===== config.mk =====
export PLATFORM = sky130hd
export DESIGN_NAME = vx_tcu_tfr_acc_chain
export DESIGN_NICKNAME = d
export VERILOG_FILES = /design/src/rtl/vx_tcu_tfr_acc_chain.sv
export SDC_FILE = /design/constraint.sdc
export NUM_CORES = 1
export LEC_CHECK = 0
export BUFFER_PORTS_ARGS = -buffer_cell sky130_fd_sc_hd__clkbuf_2
export CORE_MARGIN = 2
export CORE_UTILIZATION = 30
export DETAILED_ROUTE_END_ITERATION = 16
export PLACE_DENSITY_LB_ADDON = 0.1
export SETUP_SLACK_MARGIN = 0.3
export SLEW_MARGIN = 40
export SYNTH_ARGS = -nofsm -noshare
export SYNTH_HDL_FRONTEND = slang
export SYNTH_SLANG_ARGS = --single-unit

===== constraint.sdc =====
create_clock -name clk -period 11.94 [get_ports clk]
set_input_delay 1.791 -clock clk [delete_from_list [all_inputs] [get_ports clk]]
set_output_delay 1.791 -clock clk [all_outputs]
set_load 0.005 [all_outputs]

===== src/rtl/vx_tcu_tfr_acc_chain.sv =====
// Multi-beat carry-save significand accumulator. Beats fold into a redundant
// accumulator; each group resolves in a FIN/OUT pipe to sign-magnitude.
module vx_tcu_tfr_acc_chain #(
  parameter int N    = 5,
  parameter int WI   = 26,
  parameter int WA   = 32,
  parameter int TAGW = 32
) (
  input  logic              clk,
  input  logic              reset,
  input  logic              valid_in,
  output logic              ready_in,
  input  logic              last_in,
  input  logic [TAGW-1:0]   tag_in,
  input  logic [N-2:0]      lane_mask,
  input  logic [N*WI-1:0]   sigs_in,
  input  logic [N-1:0]      sticky_in,
  output logic              valid_out,
  input  logic              ready_out,
  output logic [WA-1:0]     sig_out,
  output logic              sticky_out,
  output logic [TAGW-1:0]   tag_out
);

  localparam logic [0:0] ST_IDLE  = 1'b0;
  localparam logic [0:0] ST_ACCUM = 1'b1;

  logic [0:0]      state_q, state_d;
  logic [WA-1:0]   acc_s_q, acc_s_d, acc_c_q, acc_c_d;
  logic            acc_sticky_q, acc_sticky_d;
  logic            fin_valid_q, fin_valid_d;
  logic [WA-1:0]   fin_s_q, fin_s_d, fin_c_q, fin_c_d;
  logic            fin_sticky_q, fin_sticky_d;
  logic [TAGW-1:0] fin_tag_q, fin_tag_d;
  logic            out_valid_q, out_valid_d;
  logic [WA-1:0]   out_sig_q, out_sig_d;
  logic            out_sticky_q, out_sticky_d;
  logic [TAGW-1:0] out_tag_q, out_tag_d;

  logic            first, accept, out_en, fin_en;
  logic [WA-1:0]   nxt_s, nxt_c;
  logic            nxt_sticky;
  logic [WA-1:0]   pos, neg_part;
  logic [WA-2:0]   neg_mag;

  function automatic logic [WA-1:0] sext(input logic [WI-1:0] v);
    return {{(WA-WI){v[WI-1]}}, v};
  endfunction

  // Returns {carry, sum} of a 3:2 compressor; carry is already weighted by 2.
  function automatic logic [2*WA-1:0] csa3(input logic [WA-1:0] a,
                                            input logic [WA-1:0] b,
                                            input logic [WA-1:0] x);
    logic [WA-1:0] s, c;
    s = a ^ b ^ x;
    c = ((a & b) | (a & x) | (b & x)) << 1;
    return {c, s};
  endfunction

  assign first  = (state_q == ST_IDLE);
  assign out_en = ~out_valid_q | ready_out;
  assign fin_en = ~fin_valid_q | out_en;
  assign ready_in = fin_en;
  assign accept = valid_in & ready_in;

  // NOTE: every always_comb variable gets a value before any branch, so no latch is inferred.
  always_comb begin
    logic [2*WA-1:0] r;
    logic [WI-1:0]   lane;
    nxt_s = first ? '0 : acc_s_q;
    nxt_c = first ? '0 : acc_c_q;
    for (int i = 0; i < N-1; i++) begin
      lane  = lane_mask[i] ? sigs_in[i*WI +: WI] : '0;
      r     = csa3(nxt_s, nxt_c, sext(lane));
      nxt_s = r[WA-1:0];
      nxt_c = r[2*WA-1:WA];
    end
    // C-term only contributes on the opening beat of a group.
    lane  = first ? sigs_in[(N-1)*WI +: WI] : '0;
    r     = csa3(nxt_s, nxt_c, sext(lane));
    nxt_s = r[WA-1:0];
    nxt_c = r[2*WA-1:WA];
    nxt_sticky = (first ? 1'b0 : acc_sticky_q)
               | (|(sticky_in[N-2:0] & lane_mask))
               | (first & sticky_in[N-1]);
  end

  always_comb begin
    state_d      = state_q;
    acc_s_d      = acc_s_q;
    acc_c_d      = acc_c_q;
    acc_sticky_d = acc_sticky_q;
    if (accept) begin
      if (last_in) begin
        state_d      = ST_IDLE;
        acc_s_d      = '0;
        acc_c_d      = '0;
        acc_sticky_d = 1'b0;
      end else begin
        state_d      = ST_ACCUM;
        acc_s_d      = nxt_s;
        acc_c_d      = nxt_c;
        acc_sticky_d = nxt_sticky;
      end
    end
  end

  always_comb begin
    fin_valid_d  = fin_valid_q;
    fin_s_d      = fin_s_q;
    fin_c_d      = fin_c_q;
    fin_sticky_d = fin_sticky_q;
    fin_tag_d    = fin_tag_q;
    if (fin_en) begin
      fin_valid_d = accept & last_in;
      if (accept & last_in) begin
        fin_s_d      = nxt_s;
        fin_c_d      = nxt_c;
        fin_sticky_d = nxt_sticky;
        fin_tag_d    = tag_in;
      end
    end
  end

  // -2^(WA-1) negates to itself, giving magnitude 0 with the sign set.
  always_comb begin
    pos       = fin_s_q + fin_c_q;
    neg_part  = ~fin_s_q + ~fin_c_q + WA'(1);
    neg_mag   = neg_part[WA-2:0] + (WA-1)'(1);
    out_valid_d  = out_valid_q;
    out_sig_d    = out_sig_q;
    out_sticky_d = out_sticky_q;
    out_tag_d    = out_tag_q;
    if (out_en) begin
      out_valid_d = fin_valid_q;
      if (fin_valid_q) begin
        out_sig_d    = {pos[WA-1], pos[WA-1] ? neg_mag : pos[WA-2:0]};
        out_sticky_d = fin_sticky_q;
        out_tag_d    = fin_tag_q;
      end
    end
  end

  // NOTE: sequential state uses non-blocking assignments so all flops update from pre-edge values.
  always_ff @(posedge clk) begin
    if (reset) begin
      state_q      <= ST_IDLE;
      acc_s_q      <= '0;
      acc_c_q      <= '0;
      acc_sticky_q <= 1'b0;
      fin_valid_q  <= 1'b0;
      fin_s_q      <= '0;
      fin_c_q      <= '0;
      fin_sticky_q <= 1'b0;
      fin_tag_q    <= '0;
      out_valid_q  <= 1'b0;
      out_sig_q    <= '0;
      out_sticky_q <= 1'b0;
      out_tag_q    <= '0;
    end else begin
      state_q      <= state_d;
      acc_s_q      <= acc_s_d;
      acc_c_q      <= acc_c_d;
      acc_sticky_q <= acc_sticky_d;
      fin_valid_q  <= fin_valid_d;
      fin_s_q      <= fin_s_d;
      fin_c_q      <= fin_c_d;
      fin_sticky_q <= fin_sticky_d;
      fin_tag_q    <= fin_tag_d;
      out_valid_q  <= out_valid_d;
      out_sig_q    <= out_sig_d;
      out_sticky_q <= out_sticky_d;
      out_tag_q    <= out_tag_d;
    end
  end

  assign valid_out  = out_valid_q;
  assign sig_out    = out_sig_q;
  assign sticky_out = out_sticky_q;
  assign tag_out    = out_tag_q;

endmodule


* Word level (Yosys, flattened, before mapping)
Index checks and enable logic that the tools add are counted.
Storage, ports and cells: input port bits 176, memory bits (read-only) 0, bits in registers 229, RAM bits 0, memories kept 0, latch bits 0
Cells by class: shift-type cells 0, magnitude comparators 0, multipliers 0, reductions and logical operators 3, bitwise operators 48, div/mod/pow operators 0, add/subtract/negate cells 4, eq/ne operators 0, muxes and demuxes 13
Operator list (number):
- $and A31 B31 Y31 | 15
- $xor A32 B32 Y32 | 10
- $or A31 B31 Y31 | 10
- $mux W26 | 5
- $mux W32 | 4
- $add A31 B1 Y31 const B | 2
- $not A31 Y31 | 2
- $add A32 B32 Y32 | 1
- $add A31 B31 Y31 | 1
- $mux W31 | 1
- $and A4 B4 Y4 | 1
- $or A1 B1 Y1 | 4
- $reduce_and A2 Y1 | 2
- $reduce_or A4 Y1 | 1
- $and A1 B1 Y1 | 3
- $mux W1 | 3
- $not A1 Y1 | 3

* Logic depth before layout (Yosys ltp)
depth after elaboration 17, gate-level depth with buffers 16, mapped depth without buffers 14

* Worst setup path after synthesis
No wires, ideal clock.
path type in2reg, from in lane_mask[0], to reg acc_s_q[25], arrival 5.070 ns, setup slack 6.743 ns, buffers on the path 1, cell stages on the path 10, library setup time 0.128 ns, required time 11.812 ns, cell sequence clkbuf_1 and2_1 fa_1 fa_1 fa_1 fa_1 fa_1 and3_1 a21oi_1 nor2_1
On the way: word-level cells in the longest chain between the ends 16, elaborated cells between the ends (all ways) 30, those cells by class mux: 2; bitwise: 28
Ends and longest elaborated chain:
- start, declared | RTL line 15 | input logic [N-2:0] lane_mask,
- $mux W26 * | RTL line 73 | lane = lane_mask[i] ? sigs_in[i*WI +: WI] : '0;
- $and A31 B31 Y31 | RTL line 56 | c = ((a & b) | (a & x) | (b & x)) << 1;
- $or A31 B31 Y31 (2 in series) | RTL line 56
- $and A31 B31 Y31 | RTL line 56
- $or A31 B31 Y31 (2 in series) | RTL line 56
- $and A31 B31 Y31 | RTL line 56
- $or A31 B31 Y31 (2 in series) | RTL line 56
- $and A31 B31 Y31 | RTL line 56
- $or A31 B31 Y31 (2 in series) | RTL line 56
- $xor A32 B32 Y32 * (2 in series) | RTL line 55 | s = a ^ b ^ x;
- named net nxt_s[25] | RTL line 41 | logic [WA-1:0] nxt_s, nxt_c;
- $mux W32 * | RTL line 94 | if (last_in) begin
- end signal, assigned | RTL line 162 | acc_s_q <= acc_s_d;
- end, declared | RTL line 29 | logic [WA-1:0] acc_s_q, acc_s_d, acc_c_q, acc_c_d;
Mark *: on every way through the listed nets, which the timed path passes. The rest lies on a longest branch. A chain may end at the register's enable or synchronous reset.

* Final worst setup path
Same ends and word-level chain as after synthesis.

==> impl_metrics.env <==
export IMPL_run_status="finished, final reports clean"
export IMPL_critPathLaunchType="input pin"
export IMPL_clkLatencyLatePin_ps=570
export IMPL_fin_cells=2769
export IMPL_placement_rows=84
export IMPL_internal_power_mw=1.79
export IMPL_power_share_clock_pct=33.6
export IMPL_count_of_cells_resized_by_post_cts_repair=0
export IMPL_post_drt_wl_per_cell_um=17.4
export IMPL_gp_routability_congestion=0.850
export IMPL_design_die_area_sq_um=54600
export IMPL_htree_num_levels=1
export IMPL_placed_cells=2715
export IMPL_design_portCount=243
export IMPL_r2r_cells=14
export IMPL_timing_rr_start="state_q"
export IMPL_yosysSeqAreaShare_pct=28.8
export IMPL_cts_reportedPaths_clkPinSlew_ps=60
export IMPL_critical_path_endpoint_type="flip-flop"
export IMPL_finalClockSkew_ps=12.9
export IMPL_diodes=0
export IMPL_clock_path_buffers=3
export IMPL_number_of_enable_flip_flop_cells_after_synthesis=0
export IMPL_grt_first_pass_wirelength_um=75700
export IMPL_synth_top_area_cell="sky130_fd_sc_hd__dfxtp_1"
export IMPL_synthArstFlopShare_pct=0
export IMPL_crit_path_dat_ps=5650
export IMPL_yosysUniqueCellTypes=71
export IMPL_grt_setup_unrepaired="no"
export IMPL_grt_antenna_before_repair=0
export IMPL_clock_tree_from_tritoncts="yes"
export IMPL_power_switching_share_pct=35.4
export IMPL_post_route_period_util_pct=43.7
export IMPL_layout_area_overhead_vs_synth_pct=17.6
export IMPL_cellLeakagePower_nw=7.59
export IMPL_port_buffer_cells=242
export IMPL_dieHeight_um=234
export IMPL_ys_ff_latch=228
export IMPL_postSynthAreaPerCell_sq_um=8.41
export IMPL_combinationalPowerShare_pct=35.6
export IMPL_setup_violators_final=0
export IMPL_numCtsBuffers=29
export IMPL_drt_total_wl_um=48200
export IMPL_drt_pass1_iterations=5
export IMPL_yosys_top_cells_area="sky130_fd_sc_hd__dfxtp_1, sky130_fd_sc_hd__fa_1, sky130_fd_sc_hd__nand2_1"
export IMPL_worst_setup_path_type="input pin to flip-flop"
export IMPL_worst_ep_required_time_ps=12370
export IMPL_detail_route_iter0_violations=708
export IMPL_peak_fanout_along_the_critical_path=27
export IMPL_worst_slew_margin_rel_pct=45.7
export IMPL_power_density_nw_per_um2=149
export IMPL_worst_slew_pin_transition_ps=805
export IMPL_drc_errors=0
export IMPL_seq_power_share_pct=30.8
export IMPL_min_delay_path_class="flip-flop to flip-flop"
export IMPL_number_of_sinks_on_the_clock_net=228
export IMPL_floorplan_die_width_um=234
export IMPL_route_detailed_vias_per_inst=4.73
export IMPL_fmax_mhz=192
export IMPL_synthesis_nets=2302
export IMPL_grt_remaining_overflow=0
export IMPL_detail_route_antenna_nets=0
export IMPL_layout_nets=2478
export IMPL_post_layout_total_power_mw=2.77
export IMPL_placeableCoreArea_sq_um=52300
export IMPL_synth_top_cell_area_share_pct=28.8
export IMPL_vias_in_the_first_global_route=13100
export IMPL_layout_min_cycle_time_ps=5220
export IMPL_p_switching_uw=980
export IMPL_n_fill_cell=5527
export IMPL_r2r_setup_slack_ps=7780
export IMPL_mostFrequentLayoutCells="sky130_fd_sc_hd__nand2_1, sky130_fd_sc_hd__clkbuf_2, sky130_fd_sc_hd__dfxtp_1"
export IMPL_clock_root_buffer="sky130_fd_sc_hd__clkbuf_16"
export IMPL_post_cts_repair_setup_buffers=0
export IMPL_dpl_hpwl_um=36700
export IMPL_vdd_ir_drop_max_mv=0.0911
export IMPL_pin_count_of_the_biggest_net_entering_global_routing=97
export IMPL_grt_total_usage_pct=17.6
export IMPL_finish_utilization_pct=35.6
export IMPL_syn_area_sq_um=15800
export IMPL_hold_buffers=0
export IMPL_max_cap_violations=0
export IMPL_drive_gt1_share_pct=15.8
export IMPL_syn_inst=1882
export IMPL_timing_critical_path_from="lane_mask[0]"
export IMPL_yosysWarnings=0
export IMPL_report_final_slew_viol_count=0
export IMPL_routed_vias=13100
export IMPL_timing_final_hold_violations=0
export IMPL_final_setup_tns_ps=0
export IMPL_layout_cells_most_common="sky130_fd_sc_hd__nand2_1"
export IMPL_critPathCapture="acc_s_q[25]"
export IMPL_dominantRegCellSynth="sky130_fd_sc_hd__dfxtp_1"
export IMPL_starting_density_of_the_core_pct=30.3
export IMPL_worstReg2RegEnd="acc_s_q[24]"
==> critical path, stage by stage <==
cell and delay (ps):
sky130_fd_sc_hd__clkbuf_2 520, sky130_fd_sc_hd__and2_1 500, sky130_fd_sc_hd__fa_1 530, sky130_fd_sc_hd__fa_1 560, sky130_fd_sc_hd__fa_1 450, sky130_fd_sc_hd__fa_1 550
sky130_fd_sc_hd__fa_1 430, sky130_fd_sc_hd__and3_1 160, sky130_fd_sc_hd__a21oi_1 110, sky130_fd_sc_hd__nor2_1 50
==> cells in the mapped netlist (6+ instances only) <==
master / count
sky130_fd_sc_hd__a211oi_1: 66
sky130_fd_sc_hd__a21o_1: 24
sky130_fd_sc_hd__a21oi_1: 219
sky130_fd_sc_hd__and2_1: 34
sky130_fd_sc_hd__and3_1: 18
sky130_fd_sc_hd__buf_1: 8
sky130_fd_sc_hd__clkbuf_1: 89
sky130_fd_sc_hd__dfxtp_1: 228
sky130_fd_sc_hd__fa_1: 152
sky130_fd_sc_hd__ha_1: 92
sky130_fd_sc_hd__inv_1: 102
sky130_fd_sc_hd__mux2i_1: 6
sky130_fd_sc_hd__nand2_1: 338
sky130_fd_sc_hd__nand2b_1: 36
sky130_fd_sc_hd__nand3_1: 13
sky130_fd_sc_hd__nor2_1: 180
sky130_fd_sc_hd__nor2b_1: 7
sky130_fd_sc_hd__nor3_1: 70
sky130_fd_sc_hd__o21ai_0: 45
sky130_fd_sc_hd__o21bai_1: 8
sky130_fd_sc_hd__xnor2_1: 35
sky130_fd_sc_hd__xor2_1: 17
==> state kept, by name, summed over array words and instances (netlist names) <==
| signal | count |
|---|---|
| valid_out | 1 |
| state_q | 1 |
| fin_sticky_q | 1 |
| sticky_out | 1 |
| fin_s_q | 32 |
| sig_out | 32 |
| fin_tag_q | 32 |
| fin_c_q | 31 |
| acc_s_q | 32 |
| tag_out | 32 |
| fin_valid_q | 1 |
| acc_sticky_q | 1 |
| acc_c_q | 31 |
==> final cells by class <==
cell class | count | area (sq um) | area share (%)
Inverter | 102 | 383 | 2.06
Timing Repair Buffer | 253 | 1310 | 7.05
Sequential cell | 228 | 4570 | 24.5
Clock buffer | 41 | 851 | 4.57
Tap cell | 688 | 861 | 4.62
Clock inverter | 13 | 178 | 0.954
Multi-Input combinational cell | 1444 | 10500 | 56.2
==> power groups by stage <==
stage | combinational [mW] | sequential, mW | clock (mW)
finish | 0.986 | 0.853 | 0.933
global route | 1.11 | 0.861 | 0.997
CTS | 0.996 | 0.854 | 0.970
detailed placement | 0.992 | 0.870 | 0
global placement | 0.982 | 0.869 | 0
floorplan | 0.705 | 0.857 | 0
==> metal layers <==
metal | global-route usage [%] | up-vias | part of all wire [%]
li1 | - | 6624 | -
met1 | 26.7 | 6169 | 51
met2 | 26.8 | 261 | 43
met3 | 1.87 | 53 | 3.9
met4 | 3.50 | 0 | 1.8
met5 | 0 | - | 0
==> how the worst min path moves through the flow <==
stage	depth (start not counted)	from	end	slack [ps]
CTS	2	fin_tag_q[28]	tag_out[28]	450
global placement	2	fin_tag_q[22]	tag_out[22]	440
detailed placement	2	fin_tag_q[28]	tag_out[28]	440
floorplan	2	fin_tag_q[0]	tag_out[0]	430
finish	2	fin_tag_q[2]	tag_out[2]	450
global route	2	fin_tag_q[2]	tag_out[2]	460
==> stage by stage <==
step	setup WS, ps	hold WS [ps]	area, sq um
3_5_place_dp	6080	444	17600
4_1_cts	6690	452	18600
5_1_grt	6470	459	18600
6_report	6720	447	18600
2_1_floorplan	6740	432	15800
3_3_place_gp	6130	437	17600
==> cells by family after synthesis <==
group                      Yosys count  share of synthesized area (%)
AOI/OAI and AO/OA                  423                           16.3
xor gates and xnor gates            53                           3.05
adders and majority gates          244                           26.5
buffers and inverters              210                           5.24
DFF                                228                           28.8
muxes                                7                          0.450
and+or+nand+nor                    717                           19.6
(Power assumes the default switching activity.)
